File: config.mk
export PLATFORM = sky130hd
export DESIGN_NAME = uart_tx_fifo_drain_flat
export DESIGN_NICKNAME = d
export VERILOG_FILES = /design/src/rtl/uart_tx_fifo_drain_if.sv /design/src/rtl/uart_tx_fifo_drain.sv /design/src/flat_wrapper.sv
export SDC_FILE = /design/constraint.sdc
export NUM_CORES = 1
export LEC_CHECK = 0
export ABC_AREA = 1
export CORE_MARGIN = 2
export CORE_UTILIZATION = 30
export CTS_CLUSTER_SIZE = 25
export DETAILED_ROUTE_END_ITERATION = 10
export HOLD_SLACK_MARGIN = 0.06
export PLACE_DENSITY = 0.49
export SYNTH_ARGS = -nofsm -noshare
export SYNTH_HDL_FRONTEND = slang
export SYNTH_SLANG_ARGS = --single-unit
File: constraint.sdc
create_clock -name clk -period 1.3 [get_ports clk]
set_input_delay 0.195 -clock clk [delete_from_list [all_inputs] [get_ports clk]]
set_output_delay 0.195 -clock clk [all_outputs]
set_load 0.02 [all_outputs]
File: src/rtl/uart_tx_fifo_drain_if.sv
// FIFO read-port bundle between the async UART FIFO (slave) and the draining transmitter (master).
interface uart_tx_fifo_drain_if #(
  parameter int DATA_WIDTH = 8
);
  logic                  fifo_empty;
  logic [DATA_WIDTH-1:0] fifo_data;
  logic                  fifo_rd;

  modport master (input fifo_empty, input fifo_data, output fifo_rd);
  modport slave  (output fifo_empty, output fifo_data, input fifo_rd);
endinterface

File: src/rtl/uart_tx_fifo_drain.sv
// UART transmitter popping bytes from a first-word-fall-through FIFO and
// framing them as start / data (LSB first) / optional parity / 1-2 stop bits.
module uart_tx_fifo_drain #(
  parameter int DATA_WIDTH   = 8,
  parameter int CLKS_PER_BIT = 868,
  parameter int PARITY       = 0,
  parameter int STOP_BITS    = 1
) (
  input  logic                   clk,
  input  logic                   rst,
  input  logic                   enable,
  uart_tx_fifo_drain_if.master   fifo,
  output logic                   tx,
  output logic                   busy,
  output logic                   tx_done
);
  localparam int BW = (CLKS_PER_BIT > 1) ? $clog2(CLKS_PER_BIT) : 1;
  localparam int IW = $clog2(DATA_WIDTH + 1);

  localparam logic [BW-1:0] BAUD_LAST = BW'(CLKS_PER_BIT - 1);
  localparam logic [BW-1:0] BAUD_PRE  = BW'(CLKS_PER_BIT - 2);
  localparam logic [IW-1:0] IDX_LAST  = IW'(DATA_WIDTH - 1);

  localparam logic [2:0] S_IDLE   = 3'd0;
  localparam logic [2:0] S_START  = 3'd1;
  localparam logic [2:0] S_DATA   = 3'd2;
  localparam logic [2:0] S_PARITY = 3'd3;
  localparam logic [2:0] S_STOP   = 3'd4;

  logic [2:0]            state;
  logic [BW-1:0]         baud_cnt;
  logic [IW-1:0]         bit_idx;
  logic [DATA_WIDTH-1:0] shreg;
  logic                  par_bit;
  logic                  stop_cnt;
  logic                  bit_end;
  logic                  last_stop;

  assign bit_end   = (baud_cnt == BAUD_LAST);
  assign last_stop = (STOP_BITS == 1) || stop_cnt;

  // tx is registered, so every transition loads the level of the next bit
  // at the edge that ends the current one.
  always_ff @(posedge clk or posedge rst) begin
    if (rst) begin
      state        <= S_IDLE;
      baud_cnt     <= '0;
      bit_idx      <= '0;
      shreg        <= '0;
      par_bit      <= 1'b0;
      stop_cnt     <= 1'b0;
      tx           <= 1'b1;
      busy         <= 1'b0;
      tx_done      <= 1'b0;
      fifo.fifo_rd <= 1'b0;
    end else begin
      fifo.fifo_rd <= 1'b0;
      tx_done      <= 1'b0;
      if (state != S_IDLE)
        baud_cnt <= bit_end ? '0 : baud_cnt + 1'b1;

      case (state)
        S_IDLE: begin
          if (enable && !fifo.fifo_empty) begin
            // Head word is captured now; the pop lands one edge later.
            shreg        <= fifo.fifo_data;
            par_bit      <= (PARITY == 1) ? ~^fifo.fifo_data : ^fifo.fifo_data;
            state        <= S_START;
            busy         <= 1'b1;
            tx           <= 1'b0;
            fifo.fifo_rd <= 1'b1;
            baud_cnt     <= '0;
          end
        end
        S_START: begin
          if (bit_end) begin
            state   <= S_DATA;
            bit_idx <= '0;
            tx      <= shreg[0];
          end
        end
        S_DATA: begin
          if (bit_end) begin
            if (bit_idx == IDX_LAST) begin
              if (PARITY != 0) begin
                state <= S_PARITY;
                tx    <= par_bit;
              end else begin
                state    <= S_STOP;
                tx       <= 1'b1;
                stop_cnt <= 1'b0;
              end
            end else begin
              shreg   <= shreg >> 1;
              tx      <= shreg[1];
              bit_idx <= bit_idx + 1'b1;
            end
          end
        end
        S_PARITY: begin
          if (bit_end) begin
            state    <= S_STOP;
            tx       <= 1'b1;
            stop_cnt <= 1'b0;
          end
        end
        S_STOP: begin
          // Raised one edge early so the pulse lines up with the final cycle.
          if (last_stop && baud_cnt == BAUD_PRE)
            tx_done <= 1'b1;
          if (bit_end) begin
            if (last_stop) begin
              state <= S_IDLE;
              busy  <= 1'b0;
            end else begin
              stop_cnt <= 1'b1;
            end
          end
        end
        default: state <= S_IDLE;
      endcase
    end
  end
endmodule
File: src/flat_wrapper.sv
// flat-port wrapper written by rule: the top's interface ports become plain ports
module uart_tx_fifo_drain_flat 
#(
  parameter int DATA_WIDTH   = 8,
  parameter int CLKS_PER_BIT = 868,
  parameter int PARITY       = 0,
  parameter int STOP_BITS    = 1
)
  (clk, rst, enable, tx, busy, tx_done, fifo_fifo_empty, fifo_fifo_data, fifo_fifo_rd);
  uart_tx_fifo_drain_if #(.DATA_WIDTH(DATA_WIDTH)) fifo_i ();
  input  logic clk;
  input  logic rst;
  input  logic enable;
  output logic tx;
  output logic busy;
  output logic tx_done;
  input wire logic [$bits(fifo_i.fifo_empty)-1:0] fifo_fifo_empty;
  input wire logic [$bits(fifo_i.fifo_data)-1:0] fifo_fifo_data;
  output wire logic [$bits(fifo_i.fifo_rd)-1:0] fifo_fifo_rd;
  assign fifo_i.fifo_empty = fifo_fifo_empty;
  assign fifo_i.fifo_data = fifo_fifo_data;
  assign fifo_fifo_rd = fifo_i.fifo_rd;
  uart_tx_fifo_drain #(.DATA_WIDTH(DATA_WIDTH), .CLKS_PER_BIT(CLKS_PER_BIT), .PARITY(PARITY), .STOP_BITS(STOP_BITS)) u_core (.clk(clk), .rst(rst), .enable(enable), .fifo(fifo_i), .tx(tx), .busy(busy), .tx_done(tx_done));
endmodule
-- Yosys cells after proc, flatten, opt, wreduce, memory -nomap -nowiden
Cells that the tools add are included.
- add/sub/neg operators: 2
- reduce and logical (&&, ||, !) cells: 13
- eq/ne operators: 14
- mux-type cells: 32
- operators with widths (cell ; number):
    10-bit 2-to-1 mux ; 4
    8-bit 2-to-1 mux ; 3
    10-bit == test (second input constant) ; 2
    3-bit 2-to-1 mux ; 6
    8-bit case mux with 2 select lines ; 1
    3-bit case mux with 5 select lines ; 1
    4-bit 2-to-1 mux ; 3
    2-bit by 1-bit != test with 1-bit output (second input constant) ; 6
    1-bit 2-to-1 mux ; 11
    10-bit by 1-bit adder with 10-bit output (second input constant) ; 1
    4-bit case mux with 2 select lines ; 1
    4-bit AND reduction ; 2
    3-bit by 2-bit == test with 1-bit output (second input constant) ; 2
    6-bit AND reduction ; 1
    2-bit nonzero test ; 3
    5-bit AND reduction ; 1
    4-bit by 1-bit adder with 4-bit output (second input constant) ; 1
    4-bit by 3-bit == test with 1-bit output (second input constant) ; 1
    1-bit case mux with 4 select lines ; 1
    4-bit nonzero test ; 1
    3-bit by 1-bit == test with 1-bit output (second input constant) ; 1
    3-bit == test (second input constant) ; 1
    3-bit zero test ; 1
    3-bit AND reduction ; 1
    other kinds (5) ; 5
- input port bits: 12
- output and inout bits: 4
- register bits after elaboration: 29
- word-level logic and storage cells: 69

-- Depth between registers and ports, before layout
- depth in word-level cells: 5
- depth in mapped cells: 9
- depth with buffers taken out: 9

-- Least setup slack after synthesis
No wires, ideal clock.
- path type: register to register
- from: reg u_core.bit_idx[0]
- to: reg u_core.shreg[2]
- data required time: 1183 ps
- data arrival time: 1213 ps
- path buffers: 1
- setup slack: -30 ps
- setup time: 117 ps
- stages on the path, launching flop included: 10
- clock period less this slack: 1330 ps
- path through: dfrtp_1 > ha_1 > nand2_1 > nor2_1 > inv_1 > nand3_4 > nand2_4 > buf_12 > nand2_2 > o21ai_2
- word-level cells in the longest chain between the ends: 3
- ends and longest elaborated chain (what ; line ; RTL):
    start, declared ; uart_tx_fifo_drain.sv:32 ; logic [IW-1:0] bit_idx;
    start signal, assigned ; uart_tx_fifo_drain.sv:96 ; bit_idx <= bit_idx + 1'b1;
    4-bit by 3-bit == test with 1-bit output ; uart_tx_fifo_drain.sv:84 ; if (bit_idx == IDX_LAST) begin
    2-bit != test (no line) ; -- ;
    4-bit AND reduction (no line) ; -- ;
    end signal, assigned ; uart_tx_fifo_drain.sv:66 ; shreg <= fifo.fifo_data;
    end signal, assigned ; uart_tx_fifo_drain.sv:94 ; shreg <= shreg >> 1;
    end, declared ; uart_tx_fifo_drain.sv:33 ; logic [DATA_WIDTH-1:0] shreg;
No other way between the ends.
A chain may end at the register's enable or synchronous reset.

-- Final worst setup path
- from: reg u_core.baud_cnt[0]
- to: reg u_core.shreg[3]
- word-level cells in the longest chain between the ends: 3
- ends and longest elaborated chain (what ; line ; RTL):
    start, declared ; uart_tx_fifo_drain.sv:31 ; logic [BW-1:0] baud_cnt;
    start signal, assigned ; uart_tx_fifo_drain.sv:60 ; baud_cnt <= bit_end ? '0 : baud_cnt + 1'b1;
    10-bit == test ; uart_tx_fifo_drain.sv:39 ; assign bit_end = (baud_cnt == BAUD_LAST);
    2-bit by 1-bit != test with 1-bit output (no line) ; -- ;
    4-bit AND reduction (no line) ; -- ;
No other way between the ends.

==> implementation parameters <==
Parameter                              Value

Clock network
  Insertion delay of the later-clocked pin in the worst-skew pair    about 280 ps
  Number of clock buffers inserted by TritonCTS    5
  # H-tree levels    2
  Post-CTS Hold Buffers    0
  Clk sinks    29
  Clock input transition at the sequential cells of the worst setup and hold paths    about 60 ps
  Clock tree root buffer cell    clkbuf_8
  CTS tree    done
  Clock Tree Buf Depth    2

Critical path
  Top fanout value on the critical path    8
  Flop2flop setup slack    -50 ps
  Setup Crit Path Kind    reg -> reg
  Data required time of the critical path    1510 ps
  Crit path launch type    flop
  Worst flop-to-flop path startpoint    u_core.baud_cnt[0]
  Worst setup path startpoint    u_core.baud_cnt[0]
  Arrival time worst endpoint    1560 ps
  Worst setup EP type    flop

Synth
  Fraction of synthesized cell area taken by the top area cell type    41.6%
  Number of different library cells in the post-synthesis netlist    30
  Post-synthesis instance area    1690 um^2
  Leading cell types by total area after synthesis    dfrtp_1 (42%), nand2_1 (12%), inv_1 (6.0%)
  Count of synthesis-stage warnings from yosys    0
  Library cell occupying the most area in the post-synthesis netlist    dfrtp_1
  Post-Synthesis Mean Instance Area    about 8 um^2
  Instance count of the mapped netlist    between 200 and 250
  Proportion of synthesized chip area in sequential cells    43.1%
  Number of storage elements in the synthesis netlist    29
  Syn nets    roughly 230

STA
  Max Freq    0.742 GHz
  Final clock skew    about 1.2 ps
  Total Negative Setup Slacks    -325 ps
  Crit path setup slack, layout    -47.2 ps
  Pins over their slew limit    0
  Crit share post-route    104%
  Pin slew with the least headroom to its limit    251 ps
  Number of endpoints with negative hold slack in the final report    0
  Final setup vio count    14
  Post-layout minimum cycle time    1350 ps
  Remaining max-slew budget at the tightest pin    83.1%
  Unrepaired setup endpoints after global routing    true

Floorplanning
  Initial Utilization    around 30%
  Die Area    6230 um^2
  Die Y    79.0 um
  Core Rows    27
  Core Region    5470 um^2
  Die boundary width    79.0 um
  # IOs    16

Pwr
  Power share of the clock group    approximately half
  Largest vdd supply drop    398 uV
  Pwr Density    approximately 740 nW/um^2
  Sequential share of power    46.5%
  P_int    1570 uW
  Tot Pwr    1940 uW
  Net Sw Frac    19.2%
  Lkg Pwr    0.00129 uW
  Switching Power    374 uW
  Part of the power in combinational logic    3.9%

Cells and area
  Nets@finish    293
  Final antenna diode count    0
  Share of post-route cells with drive strength above 1    45.5%
  Commonest non-fill, non-tap cell in the layout    nand2_1
  Highest-count cells in the layout ignoring fill and taps    nand2_1 (44), buf_4 (42), dfrtp_1 (26), inv_1 (22), nand2_2 (16)
  Layout area overhead    55.7%

Worst hold path
  Worst hold path class    in -> async

Detailed routing
  Routed met1 length    between 1500 and 2000 um
  Uppermost metal layer occupied by signal nets    met4
  Total via count in the routed design    1530
  DRT antenna net count    0
  Number of optimization iterations in the first detailed-route pass    4
  Detailed-routed wire length on met2    1880 um
  Final WL    3940 um
  Drt initial violations    74
  DRC Markers    0
  WL per Instance    11.2 um
  Routed via count divided by cell count    4.36
  Routed wl met3    around 84 um

Status
  Result of the run    finished with violations
  Violations in the final reports    negative setup slack

Flow run
  Maxcap violations    0

Global routing
  Remaining Overflow, GRT    0
  Initial antenna violation count    0
  Via count of the first global-routing pass    1377
  Largest net degree at the start of global routing    30
  Wire length of the first global-routing pass    6460 um
  Overall Global Routing Usage    13.5%

Place
  Worst-case setup slack after placement    -148 ps
  Post-DP HPWL    2830 um
  Weighted congestion at the end of routability-driven global placement    0.784
  IO Port Bufs    15
-- Yosys cell counts --
cell / n
a21oi_1: 3
a2bb2oi_1: 1
a31o_2: 1
and3_1: 1
buf_12: 1
buf_2: 1
dfrtp_1: 28
dfstp_2: 1
ha_1: 3
inv_1: 27
inv_2: 4
inv_4: 1
nand2_1: 56
nand2_2: 9
nand2_4: 3
nand3_1: 9
nand3_2: 1
nand3_4: 2
nand4_1: 5
nor2_1: 11
nor2_2: 6
nor2_4: 2
nor3_1: 1
o211ai_1: 1
o21ai_0: 16
o21ai_1: 5
o21ai_2: 5
o22ai_1: 4
o31ai_1: 1
xor2_1: 2
-- cell type report --
type	count	area (um^2)
clock buffer	7	86.3
fill	539	2850
sequential	29	729
clock inverter	1	30.0
timing repair buffer	62	546
tap	72	90.1
inverter	32	128
multi-input combinational	148	1010
-- power by group through the flow --
| stage | sequential [uW] | combinational, uW | clock, uW |
|---|---|---|---|
| 3_3_place_gp | 919 | 77.6 | 0 |
| 6_report | 903 | 76.1 | 964 |
| 3_5_place_dp | 919 | 77.6 | 0 |
| 5_1_grt | 901 | 86.1 | 1050 |
| 2_1_floorplan | 919 | 26.8 | 0 |
| 4_1_cts | 902 | 77.8 | 998 |
-- metrics by stage --
step / area (um^2) / cells / util, % / hold slack (ps)
3_5_place_dp: 2210 / 332 / 40.4 / 459
5_1_grt: 2620 / 351 / 47.9 / 293
4_1_cts: 2420 / 343 / 44.2 / 251
6_report: 2620 / 351 / 47.9 / 252
3_3_place_gp: 2210 / 332 / 40.4 / 459
2_1_floorplan: 1690 / 211 / - / 272
-- worst max-delay path, stage by stage (launching register included) --
cell and delay [ps]:
dfrtp_1 400, ha_4 200, nand3_4 90, nor2_4 140
nand3_4 90, nand2_4 120, buf_12 140, nand2_2 50
o21ai_2 50
-- flip-flops by register name (all words and copies together) (netlist names) --
name	count
u_core.state	3
u_core.tx_done	1
u_core.fifo.fifo_rd	1
u_core.shreg	8
u_core.tx	1
u_core.bit_idx	4
u_core.baud_cnt	10
u_core.busy	1
-- worst paths after layout --
kind,endpoint,cells after the start
min reg2reg,u_core.shreg[0],2
max reg2reg,u_core.shreg[3],8
max,u_core.shreg[3],8
min in group clk,u_core.shreg[7],3
max in group asynchronous,u_core.tx,3
min,u_core.baud_cnt[2],3
-- metal layers --
layer | track usage, % | vias up
li1 | - | 813
met3 | 3.41 | 4
met2 | 20.6 | 14
met4 | 5.69 | 0
met1 | 18.4 | 699
met5 | 0 | -
-- cell families after synthesis --
group,Yosys count,synth area share [%]
fa+ha+maj,3,2.23
flops,29,43.1
buf+inv,34,8.76
xor+xnor,2,1.04
compound gates,37,13.1
simple gates,106,31.7
-- repair_timing --
action                     CTS  global route
buffers inserted             3             8
setup endpoints to repair   27            27
pin swaps                    2            15
resized for setup           28            42
(Power assumes the default switching activity.)
